`src/rtl/pc_pkg.sv`:
```
// Shared pcOp encodings for the program-counter sequencer.
package pc_pkg;

   localparam int unsigned PCOP_W = 3;

   localparam logic [PCOP_W-1:0] PCOP_SEQ    = 3'd0;
   localparam logic [PCOP_W-1:0] PCOP_BRANCH = 3'd1;
   localparam logic [PCOP_W-1:0] PCOP_JUMP   = 3'd2;
   localparam logic [PCOP_W-1:0] PCOP_JREG   = 3'd3;
   localparam logic [PCOP_W-1:0] PCOP_CALL   = 3'd4;
   localparam logic [PCOP_W-1:0] PCOP_RET    = 3'd5;

endpackage

```
`src/rtl/ras_stack.sv`:
```
// Circular return-address stack; a push while full overwrites the oldest entry.
module ras_stack #(
   parameter int unsigned WIDTH     = 32,
   parameter int unsigned RAS_DEPTH = 4
) (
   input  logic             clk,
   input  logic             rst,
   input  logic             push,
   input  logic             pop,
   input  logic [WIDTH-1:0] push_data,
   output logic [WIDTH-1:0] top_data,
   output logic             empty,
   output logic             full,
   output logic             overflow,
   output logic             underflow
);

   localparam int unsigned PTR_W = $clog2(RAS_DEPTH);
   localparam int unsigned CNT_W = $clog2(RAS_DEPTH + 1);

   logic [WIDTH-1:0] mem [RAS_DEPTH];
   logic [PTR_W-1:0] top;
   logic [CNT_W-1:0] count;

   assign empty    = (count == '0);
   assign full     = (count == CNT_W'(RAS_DEPTH));
   assign top_data = mem[top];

   // Pointer and count; the pointer wraps naturally since depth is a power of two.
   always_ff @(negedge clk) begin
      if (rst) begin
         top       <= '0;
         count     <= '0;
         overflow  <= 1'b0;
         underflow <= 1'b0;
      end else if (push) begin
         top <= top + PTR_W'(1);
         if (full) overflow <= 1'b1;
         else      count    <= count + CNT_W'(1);
      end else if (pop) begin
         if (empty) begin
            underflow <= 1'b1;
         end else begin
            top   <= top - PTR_W'(1);
            count <= count - CNT_W'(1);
         end
      end
   end

   // Entry storage is not reset; contents are meaningless until pushed.
   always_ff @(negedge clk) begin
      if (push && !rst) mem[top + PTR_W'(1)] <= push_data;
   end

endmodule

```
`src/rtl/pc_sequencer.sv`:
```
// N-way program counter with stall hold and return-address stack.
// Optional alignment monitor enabled by defining PC_ALIGN_CHECK_EN.
module pc_sequencer
   import pc_pkg::*;
#(
   parameter int unsigned WIDTH     = 32,
   parameter int unsigned STEP      = 4,
   parameter int unsigned RAS_DEPTH = 4
) (
   input  logic              CLK,
   input  logic              MasterReset,
   input  logic [WIDTH-1:0]  startPC,
   input  logic [WIDTH-1:0]  imm,
   input  logic [WIDTH-1:0]  jumpTarget,
   input  logic [WIDTH-1:0]  regTarget,
   input  logic [PCOP_W-1:0] pcOp,
   input  logic              stall,
   output logic [WIDTH-1:0]  PC,
   output logic [WIDTH-1:0]  nextPC,
   output logic              rasEmpty,
   output logic              rasFull,
   output logic              rasOverflow,
   output logic              rasUnderflow
`ifdef PC_ALIGN_CHECK_EN
   ,
   output logic              misaligned
`endif
);

   localparam logic [WIDTH-1:0] STEP_V     = WIDTH'(STEP);
   localparam logic [WIDTH-1:0] ALIGN_MASK = WIDTH'(STEP - 1);

   logic [WIDTH-1:0] seq_pc;
   logic [WIDTH-1:0] ras_top;
   logic             advance;
   logic             push;
   logic             pop;

   assign seq_pc  = PC + STEP_V;
   assign advance = !MasterReset && !stall;
   assign push    = advance && (pcOp == PCOP_CALL);
   assign pop     = advance && (pcOp == PCOP_RET);

   // Next-PC select; an empty RET falls through to the sequential address.
   always_comb begin
      nextPC = seq_pc;
      if (MasterReset) begin
         nextPC = startPC;
      end else if (stall) begin
         nextPC = PC;
      end else begin
         case (pcOp)
            PCOP_BRANCH: nextPC = PC + imm;
            PCOP_JUMP:   nextPC = jumpTarget;
            PCOP_JREG:   nextPC = regTarget;
            PCOP_CALL:   nextPC = jumpTarget;
            PCOP_RET:    nextPC = rasEmpty ? seq_pc : ras_top;
            default:     nextPC = seq_pc;
         endcase
      end
   end

   always_ff @(negedge CLK) begin
      if (MasterReset) PC <= startPC;
      else if (!stall) PC <= nextPC;
   end

   ras_stack #(
      .WIDTH     (WIDTH),
      .RAS_DEPTH (RAS_DEPTH)
   ) u_ras (
      .clk       (CLK),
      .rst       (MasterReset),
      .push      (push),
      .pop       (pop),
      .push_data (seq_pc),
      .top_data  (ras_top),
      .empty     (rasEmpty),
      .full      (rasFull),
      .overflow  (rasOverflow),
      .underflow (rasUnderflow)
   );

`ifdef PC_ALIGN_CHECK_EN
   // Sticky flag; the misaligned PC is still loaded.
   always_ff @(negedge CLK) begin
      if (MasterReset) misaligned <= 1'b0;
      else if (advance && ((nextPC & ALIGN_MASK) != '0)) misaligned <= 1'b1;
   end
`else
   logic unused_align;
   assign unused_align = ^ALIGN_MASK;
`endif

endmodule

```
`config.mk`:
```
export PLATFORM = sky130hd
export DESIGN_NAME = pc_sequencer
export DESIGN_NICKNAME = d
export VERILOG_FILES = /design/src/rtl/pc_pkg.sv /design/src/rtl/ras_stack.sv /design/src/rtl/pc_sequencer.sv
export SDC_FILE = /design/constraint.sdc
export NUM_CORES = 1
export LEC_CHECK = 0
export CORE_UTILIZATION = 50
export DETAILED_ROUTE_END_ITERATION = 16
export GPL_TIMING_DRIVEN = 0
export MAX_ROUTING_LAYER = met4
export PLACE_DENSITY = 0.83
export SKIP_LAST_GASP = 1
export SYNTH_ARGS = -nofsm -noshare
export SYNTH_HDL_FRONTEND = slang
export SYNTH_SLANG_ARGS = --single-unit
```
`constraint.sdc`:
```
create_clock -name CLK -period 3.6 [get_ports CLK]
set_input_delay 0.36 -clock CLK [delete_from_list [all_inputs] [get_ports CLK]]
set_output_delay 0.36 -clock CLK [all_outputs]
set_load 0.01 [all_outputs]
```
==> flow_results.org, run 1 <==
** Clock tree
- In this run the clock root is driven by a sky130_fd_sc_hd__clkbuf_16.
- The clock passes through at most 2 buffers.
- Number of buffers created by CTS :: 17
- Number of clock sinks :: 169
- Deepest level of the CTS H-tree :: 4
- Hold repair after CTS inserted 0 buffers.

** Place
- Summed over all nets, the half-perimeter wirelength after detailed placement is 26.44 mm.
- RePlAce Congestion :: 0.9733
- Counting tap cells, the placed design contains a total of 1405 instances.
- During placement, the flow inserted port buffers numbering 200.

** Outcome
- The flow stopped in detailed routing.
- The first error in the log reads "[ERROR DRT-0255] Maze Route cannot find path of net CLK in worker of routeBox ( 96600 0 ) ( 146005 48300 )".
- The flow did not finish.

** Die
- After floorplanning, the core was divided into 52 placement rows.
- For this design the top-level I/O count stands at 202.
- Overall die width :: 146.0 um
- The initial utilization of the core area, before any placement, comes to 0.5108.
- Measured along the y axis, the die boundary spans 146.0 um.

** Synth
- The largest total area in the synthesized netlist belongs to sky130_fd_sc_hd__edfxtp_1.
- Of the total synthesized cell area, the portion taken by AND, OR, NAND and NOR gates is 0.1243.
- Largest cells by area after synthesis :: sky130_fd_sc_hd__edfxtp_1, sky130_fd_sc_hd__mux4_2, sky130_fd_sc_hd__ha_1
- Post-synthesis mux area share :: 0.08266
- Of the post-synthesis cell area, the dominant cell type holds 0.4634.
- Synth Cell Area :: 0.01037 sq mm
- Sequential-to-total area share from yosys stat :: 0.4808
- Of all flip-flops after synthesis, the portion carrying an async set or reset was 0.
- Unique masters post-synth :: 79
- Net Count, Synth :: between 1000 and 1500
- Main synth FF type :: sky130_fd_sc_hd__edfxtp_1
- In this run, synthesis inferred 160 flip-flops with an integrated enable.
- Combinational family with the most area after synthesis :: compound AO/OA/AOI/OAI gates
- Count of synthesis-stage warnings from yosys :: 0
- Counting every instance in the synthesized netlist gives between 900 and 1000.
- Adder-Cell Fraction of Synth Area :: 0.04730
- Xor and xnor area share after synthesis :: 0.04223
- The share of the synthesized area in compound gates (AO/OA/AOI/OAI) came to 0.1934.
- Averaged over all synthesized cells, the footprint is 11.09 sq um.
- Counting flops and latches in the post-synthesis netlist gives between 150 and 200.

** Global route
- Residual overflow from global routing :: 0
- The first global-routing pass estimated around 73 mm of wire.
- Largest net degree at the start of global routing :: 33
- GRT Overall Usage :: 0.4812
- The number of antenna violations at the first check in global routing was 4.
- The number of global-route vias before repair is 12650.

** STA
- Worst-path endpoint category :: primary output
- When the last timing repair stopped, the worst path ended at nextPC[20].
[cells by family after synthesis]
family	after synthesis
xor gates and xnor gates	50
and+or+nand+nor	261
adders and majority gates	38
DFF	169
buffers and inverters	77
AOI/OAI and AO/OA	295
muxes	45
[stage by stage]
stage,setup WS (ps),utilization,instance area (sq um)
after global routing,-3203,0.8491,17240
after CTS,-2049,0.8035,16310
after detailed placement,-2372,0.6522,13240
after global placement,-2336,0.6522,13240
after floorplan,-1094,-,10900
[per-layer routing]
metal / track usage
met1: 0.5456
met2: 0.6799
met3: 0.1897
met4: 0.3719
met5: -
[Yosys cell counts (9+ instances only)]
cell and count:
sky130_fd_sc_hd__edfxtp_1 160, sky130_fd_sc_hd__nand2_1 82, sky130_fd_sc_hd__a21oi_1 75, sky130_fd_sc_hd__o21ai_0 71, sky130_fd_sc_hd__nor2_1 52, sky130_fd_sc_hd__clkbuf_1 38, sky130_fd_sc_hd__nand3_1 38, sky130_fd_sc_hd__ha_1 36
sky130_fd_sc_hd__mux4_2 32, sky130_fd_sc_hd__xnor2_1 28, sky130_fd_sc_hd__inv_1 25, sky130_fd_sc_hd__xor2_1 22, sky130_fd_sc_hd__a21o_1 20, sky130_fd_sc_hd__and3_1 17, sky130_fd_sc_hd__nor3_1 17, sky130_fd_sc_hd__a221oi_1 16
sky130_fd_sc_hd__a31oi_1 15, sky130_fd_sc_hd__nand4_1 13, sky130_fd_sc_hd__a221o_1 12, sky130_fd_sc_hd__o21a_1 12, sky130_fd_sc_hd__dfxtp_1 9
[repair_timing]
item	in CTS	in global routing
resized for setup	432	151
pin swaps	80	72
gates cloned	1	3
setup endpoints to repair	267	231
setup buffers	155	68
==> run 2: changes to the inputs <==
Settings changed: CORE_UTILIZATION 50 to 35, MAX_ROUTING_LAYER met4 to default, PLACE_DENSITY 0.83 to default, PLACE_DENSITY_LB_ADDON from default to 0.15.
==> flow_results.org, run 2 <==
** Synth
- Most frequently used cell type in the post-synthesis netlist :: sky130_fd_sc_hd__edfxtp_1
- The share of the synthesized area in compound gates (AO/OA/AOI/OAI) is 0.1934 (unchanged).
- Top cell type's share of synthesized area :: 0.4634 (unchanged)
- Sorting the synthesized cells by area gives the leading types as sky130_fd_sc_hd__edfxtp_1, sky130_fd_sc_hd__mux4_2, sky130_fd_sc_hd__ha_1.
- The total nets after synthesis is 1107 (unchanged).
- The async set-reset flop share out of synthesis was 0 (unchanged).
- The most used flip-flop cell after synthesis is sky130_fd_sc_hd__edfxtp_1.
- The post-synthesis share of cell area spent on xor and xnor gates was 0.04223 (unchanged).
- Post-synthesis average cell area :: 11.09 sq um (unchanged)
- The post-synthesis instance total is 935 (unchanged).
- Sequential-to-total area share from yosys stat :: 0.4808 (unchanged)
- The count of yosys warnings during synthesis came to 0 (unchanged).
- Unique masters post-synth :: 79 (unchanged)
- The share of cell area taken by muxes after synthesis came to 0.08266 (unchanged).
- The adder-cell share of the synthesized area came to 0.04730 (unchanged).
- Synth Area in Simple Gates :: 0.1243 (unchanged)
- Post-synth EDFFs :: 160 (unchanged)
- The synthesized flop and latch total came to 169 (unchanged).
- By count the netlist is led by sky130_fd_sc_hd__edfxtp_1, sky130_fd_sc_hd__nand2_1, sky130_fd_sc_hd__a21oi_1, sky130_fd_sc_hd__o21ai_0, sky130_fd_sc_hd__nor2_1.
- sky130_fd_sc_hd__edfxtp_1 takes more of the synthesized area than any other cell.
- Combinational family with the most area after synthesis :: compound AO/OA/AOI/OAI gates
- The synthesized area came to 0.01037 sq mm (unchanged).

** STA
- Final-report setup violation count :: 65
- Headroom to the max-slew limit came out at 0.3282.
- At the pin with the least slew margin, the transition time is around 1000 ps.
- Least setup slack across all paths after layout :: -2082 ps
- For the final routed database, the setup TNS stands at -69720 ps.
- Final hold vios :: 0
- Count of pins over their slew limit :: 0
- Hold is met by 478.7 ps.
- Setup repair after global routing missed its margin :: true
- The clock arrives with roughly 30 ps of skew.

** Die
- Total Die Area :: 0.03032 sq mm
- Vertical die dimension :: 174.1 um (+19%)
- Overall die width :: 174.1 um (+19%)
- The number of cell rows is 62 (+19%).
- The initial core utilization is 0.3583 (-0.1524).
- The I/O pin count was 202 (unchanged).
- The region available for standard cell placement spans 0.02894 sq mm.

** Setup path
- Data arrival time of the worst path :: between 5000 and 6000 ps
- Worst setup SP type :: flop
- The critical path goes through buf_6 > ha_4 > a211oi_4 > o21ai_2 > a311oi_4 > o21ai_4 > a21boi_4 > mux2i_1 > and3_1 > o211ai_1 > buf_2.
- CP bufs+invs :: 2
- CP required :: 3240 ps
- In this design, the stage delay of the slowest critical-path cell is between 400 and 500 ps.
- Maximum fanout encountered on the critical timing path :: 4
- Critical-path cell with the highest stage delay :: sky130_fd_sc_hd__edfxtp_1
- The worst setup path is captured at a primary output.
- The setup path with the least slack is of type flop to primary output.
- Gate family responsible for the most delay along the worst path :: compound AO/OA/AOI/OAI gates

** Run
- MaxCap Viol Count :: 0

** Outcome
- Outcome :: finished, violations left
- The final reports fail on negative setup slack.

** Power
- In this run the power density over the cells is 432.3 mW/mm^2.
- VDD sags by at most around 0.32 mV.
- For this design the static power due to leakage is 7.108 nW.

** Clock tree
- Clock-pin slew was measured on the worst setup and hold paths at around 30 ps.
- The number of clock buffers inserted by TritonCTS came to 17 (unchanged).
- Post-CTS Hold Fix Bufs :: 0 (unchanged)
- Deepest level of the CTS H-tree :: 4 (unchanged)
- The number of sinks handled by clock tree synthesis is 169 (unchanged).
- CTS tree :: built
- Latest clock arrival within the worst-skew pair :: 490 ps
- The deepest clock path buffer count is 2 (unchanged).
- Root Driver :: sky130_fd_sc_hd__clkbuf_16

** Global route
- Initial antenna violation count :: 0 (-4)
- The global-route usage over all layers is 0.2978 (-0.1834).
- The maximum number of pins on one net before global-route repair came to 33 (unchanged).
- Residual overflow from global routing :: 0 (unchanged)
- Via count of the first global-routing pass :: 11370 (-10%)
- The global-route wire length before repair came to 66.74 mm (-8.3%).

** Place
- Port Buffers :: 200 (unchanged)
- RePlAce Congestion :: 0.9054 (-7.0%)
- Hpwl dp :: 28.75 mm (+8.8%)
- The cell count after placement is 1519 (+8.1%).

** Drt
- The routed design uses 21.14 mm of met2 wire.
- DRC marker count from the first detailed-route iteration :: 1104
- The routed design has 45.72 mm of wire.
- Highest metal layer with signal wires :: met4
- Once detail routing completed, the nets flagged for antenna violations numbered 0.
- Met3 WL post-DR :: 4.326 mm
- Vias after detailed routing :: 11100
- In the routed layout, each cell is associated on average with a via count of 5.808.
- Post-Route M1 WL :: 18.38 mm
- Detail-routed net length per standard cell :: 23.92 um
- DRC violations left :: 0
- Number of search-and-repair iterations in the first detailed-routing pass :: 7

** Finish
- Flip-flop count of the largest register, all copies and words added :: 128
- Summing all multi-input logic gate instances after layout gives 0.006375 sq mm.
- Counting the fill cells in the layout gives ~2400.
- Register with the highest flop count :: u_ras.mem
- Ratio of cells with drive above 1 in the final layout :: 0.3752
- Number of inserted diodes :: 0
- Final #Nets :: 1686
- Leading cell type in the layout, fill and taps excluded :: sky130_fd_sc_hd__inv_1
- The top cell types in the final layout, fill and taps aside, are sky130_fd_sc_hd__inv_1, sky130_fd_sc_hd__edfxtp_1, sky130_fd_sc_hd__buf_4.
- Area taken by flip-flops and latches :: 0.004991 sq mm
- Biggest registers after layout :: u_ras.mem x128, PC x32, u_ras.count x3
- Non-filler cells, final :: 1911
- Layout overhead on the synthesized area :: 65.25%

** Hold path
- HP Class :: flop to flop
-- run 2: area by class of cell --
class | count | area share
flip-flops and latches | 169 | 0.2913
inverters | 25 | 0.007083
plain buffers | 46 | 0.02235
clock buffers | 17 | 0.02483
repair inverters | 1 | 0.0004381
multi-input cells | 689 | 0.3721
well taps | 384 | 0.02804
repair buffers | 396 | 0.2058
clock inverters | 184 | 0.04812
-- run 2: per-layer routing --
| layer | up-vias | global-route usage |
|---|---|---|
| li1 | 4831 | - |
| met1 | 5430 | 0.3777 |
| met2 | 693 | 0.4648 |
| met3 | 145 | 0.08683 |
| met4 | 0 | 0.1447 |
| met5 | - | 0 |
-- run 2: path summary, 6_finish.rpt --
path	from	endpoint	slack (ps)	cells after the start
setup / recovery	PC[1]	nextPC[17]	-2080	11
hold / removal	u_ras.overflow	u_ras.overflow	480	2
setup reg to reg	PC[1]	PC[17]	520	10
hold reg to reg	u_ras.overflow	u_ras.overflow	480	2
-- run 2: cell families after synthesis --
group / Yosys count
AOI/OAI and AO/OA: 295
xor gates and xnor gates: 50
adders and majority gates: 38
buffers and inverters: 77
DFF: 169
muxes: 45
and+or+nand+nor: 261
-- run 2: stage by stage --
| step | setup WS [ps] | util | total power [W] | cell area [sq um] |
|---|---|---|---|---|
| after global placement | -2472 | 0.4625 | 0.004264 | 13380 |
| after floorplan | -1094 | - | 0.003580 | 10900 |
| after CTS | -1980 | 0.5716 | 0.007202 | 16540 |
| after global routing | -2110 | 0.5921 | 0.007774 | 17130 |
| final | -2082 | 0.5921 | 0.007407 | 17130 |
| after detailed placement | -2442 | 0.4625 | 0.004270 | 13380 |
-- run 2: tightest hold or removal path, delay by kind of cell (launching register included) --
kind	cells	cell delay, ps
AO/OA/AOI/OAI	1	50
flip-flops	1	330
AND/OR/NAND/NOR	1	70
-- run 2: what timing repair did --
item                       4_1_cts  5_1_grt
cloned                           1        0
buffers inserted               160       45
resized for setup              487       87
pin swaps                       99       61
setup endpoints to repair      267      225
-- run 2: where the power goes --
part	switching [W]	total, W	internal, W
Sequential	0.0000659	0.00234	0.00227
Clock	0.00152	0.00272	0.00120
Combinational	0.00122	0.00235	0.00113
Total	0.00280	0.00741	0.00460
Note: power is estimated with default switching activity, not from simulation.
==> run 3: changes to the inputs <==
Clock period 3.6 ns to 4.64 ns, I/O delays scaled along.
==> flow_results.org, run 3 (synthesis results as in run 2) <==
** Outcome
- Outcome :: finished, violations left
- Failing checks :: negative setup slack

** Setup path
- The maximum cell stage delay along the critical path is 420 ps (-60 ps).
- CP cell instances :: ha_4 > buf_4 > buf_6 > a211oi_4 > o21ai_2 > a311oi_4 > o21ai_4 > a21boi_2 > mux2i_1 > a31o_2 > o211ai_1 > buf_2
- The slowest stage of the critical path is the sky130_fd_sc_hd__edfxtp_1 cell.
- CP required :: 4180 ps (+940 ps)
- The maximum fanout along the worst path is 3 (-1).
- The setup path with the least slack is of type flop to primary output.
- The worst setup path is launched from a flop.
- The data arrival time of the critical path is 5650 ps (+330 ps).
- The worst setup path is captured at a primary output.

** Clock tree
- The deepest clock path buffer count was 2 (unchanged).
- TritonCTS built the clock tree.
- Root Driver :: sky130_fd_sc_hd__clkbuf_16
- The number of sinks handled by clock tree synthesis came to 169 (unchanged).
- Latest clock arrival within the worst-skew pair :: 490 ps (about the same)
- Clock transition at the register clock pins on the worst setup and hold paths after CTS :: 30 ps (about the same)
- The quantity of hold-fixing buffers added after cts came to 0 (unchanged).
- The number of clock buffers inserted by TritonCTS is 17 (unchanged).
- The number of H-tree levels was 4 (unchanged).

** Place
- The cell count after placement came to 1520 (+0.066%).
- The routability congestion estimate from global placement is 0.9067 (+0.14%).
- The detailed placement HPWL is 28.41 mm (-1.2%).
- The number of buffers added on ports came to 200 (unchanged).

** STA
- Pin slew with the least headroom to its limit :: 893.2 ps (-114.6 ps)
- The setup total negative slack was -43530 ps (+26190 ps).
- The setup-violating endpoint count in the final report is 51 (-22%).
- Final hold vios :: 0 (unchanged)
- Count of pins over their slew limit :: 0 (unchanged)
- The tightest slew margin relative to the limit was 0.4046 (+0.07641).
- Setup repair after global routing missed its margin :: true
- Least setup slack across all paths after layout :: -1475 ps (+607.4 ps)
- The clock skew is 28.89 ps (-0.9472 ps).

** Finish
- The filler cell count is 2521 (+4.9%).
- Commonest non-fill, non-tap cells in the layout :: sky130_fd_sc_hd__inv_1, sky130_fd_sc_hd__edfxtp_1, sky130_fd_sc_hd__clkdlybuf4s50_1
- Counting flops per register, the top entry is u_ras.mem.
- The utilization of the core after routing is 0.5662 (-0.02590).
- The number of flip-flops in the largest register is 128 (unchanged).
- Leaving out fill and tap cells, the most frequent cell in the layout is sky130_fd_sc_hd__inv_1.
- The number of cells in the finished layout apart from fillers came to 1856 (-2.9%).
- Final #Nets :: 1631 (-3.3%)
- The share of final-layout standard cells stronger than drive strength 1 came to 0.3139 (-0.06139).
- In the final layout, the registers with the most flip-flops are u_ras.mem x128, PC x32, u_ras.count x3.
- Layout overhead on the synthesized area :: 58.02%
- The total inserted antenna cells was 0 (unchanged).

** Drt
- The total routed wirelength is 44.90 mm (-1.8%).
- The detailed router's first-iteration violation count is 1330 (+20%).
- Post-DR vias/cell :: 5.827 (+0.33%)
- The number of nets with antenna violations after routing is 0 (unchanged).
- The DRC violations left is 0 (unchanged).
- The total iterations of the first detailed-routing run is 6 (-1).
- Vias after detailed routing :: 10820 (-2.6%)
- The routed length per instance is 24.19 um (+1.1%).

** Run
- MaxCap Viol Count :: 0 (unchanged)

** Power
- Power density cells :: 336.7 mW/mm^2 (-22%)
- IR Drop Worst-Case VDD :: 0.2578 mV (-20%)
- P_leak :: 6.695 nW (-5.8%)
- The total power after layout was 0.005517 W (-26%).

** Die
- The floorplan core area was 0.02894 sq mm (unchanged).
- Overall die width :: 174.1 um (unchanged)
- The initial core utilization came to 0.3583 (unchanged).
- The I/O pin count was 202 (unchanged).
- Count of standard-cell rows :: 62 (unchanged)
- Vertical die dimension :: 174.1 um (unchanged)
- Total Die Area :: 0.03032 sq mm (unchanged)

** Global route
- Largest net degree at the start of global routing :: 21 (-36%)
- First-pass GRT wire length :: 64.11 mm (-3.9%)
- Residual overflow from global routing :: 0 (unchanged)
- The global-route usage over all layers came to 0.2890 (-0.008845).
- The number of antenna violations at the first check in global routing was 0 (unchanged).
- The number of global-route vias before repair is 10730 (-5.6%).

** Hold path
- HP Class :: flop to flop
## run 3: changes by cell type in the layout (fill, tap and decap cells not counted), moves of 10 or more
cell,delta
sky130_fd_sc_hd__buf_4,-32
sky130_fd_sc_hd__clkdlybuf4s50_1,+32
sky130_fd_sc_hd__buf_2,-16
sky130_fd_sc_hd__buf_6,-27
sky130_fd_sc_hd__dlygate4sd2_1,-10
## run 3: final timing paths
path	start	end	slack, ps	cells after the start
worst max-delay path	PC[0]	nextPC[17]	-1470	12
worst min-delay path	u_ras.overflow	u_ras.overflow	470	2
worst max register to register	PC[0]	PC[8]	730	27
worst min register to register	u_ras.overflow	u_ras.overflow	470	2
## run 3: repair_timing
| item | in CTS | in global routing |
|---|---|---|
| setup buffers | 101 | 41 |
| pin swaps | 90 | 64 |
| setup endpoints to repair | 199 | 65 |
| gates cloned | 4 | 0 |
| resized for setup | 348 | 107 |
## run 3: layer usage
| metal | wire length (um) | global-route usage | vias up |
|---|---|---|---|
| met3 | 4530 | 0.08377 | 122 |
| met4 | 1615 | 0.1404 | 0 |
| met5 | 0 | 0 | - |
| met1 | 17600 | 0.3602 | 5281 |
| met2 | 21150 | 0.4590 | 690 |
| li1 | - | - | 4722 |
## run 3: area by class of cell
cell class	instances	area, sq um	area share
multi-input combinational	693	6245	0.3811
sequential	169	4987	0.3044
timing repair buffer	340	3034	0.1852
clock inverter	184	779.5	0.04758
tap	384	480.5	0.02932
clock buffer	17	425.4	0.02596
buffer	44	325.3	0.01985
inverter	25	107.6	0.006567
## run 3: through the flow
| step | instance area (sq um) | setup slack, ps | hold WS [ps] |
|---|---|---|---|
| after global placement | 13160 | -1977 | 452.0 |
| final | 16380 | -1475 | 468.2 |
| after global routing | 16380 | -1610 | 507.9 |
| after detailed placement | 13180 | -1941 | 466.2 |
| after CTS | 15770 | -1491 | 474.4 |
| after floorplan | 10680 | -677.7 | 486.7 |
## run 3: report_power, final
group | total (W) | leakage, nW | internal [W] | switching (W)
logic | 0.00166 | 3.96 | 0.000805 | 0.000860
registers | 0.00184 | 1.56 | 0.00176 | 0.0000801
clock network | 0.00201 | 1.18 | 0.000906 | 0.00110
total | 0.00552 | 6.70 | 0.00347 | 0.00204
## run 3: worst max-delay path: cells and delay by family, from the launching register on
kind / cells / cell delay [ps]
fa+ha+maj: 1 / 200
flops: 1 / 420
compound gates: 7 / 1490
buf+inv: 3 / 440
mux: 1 / 300
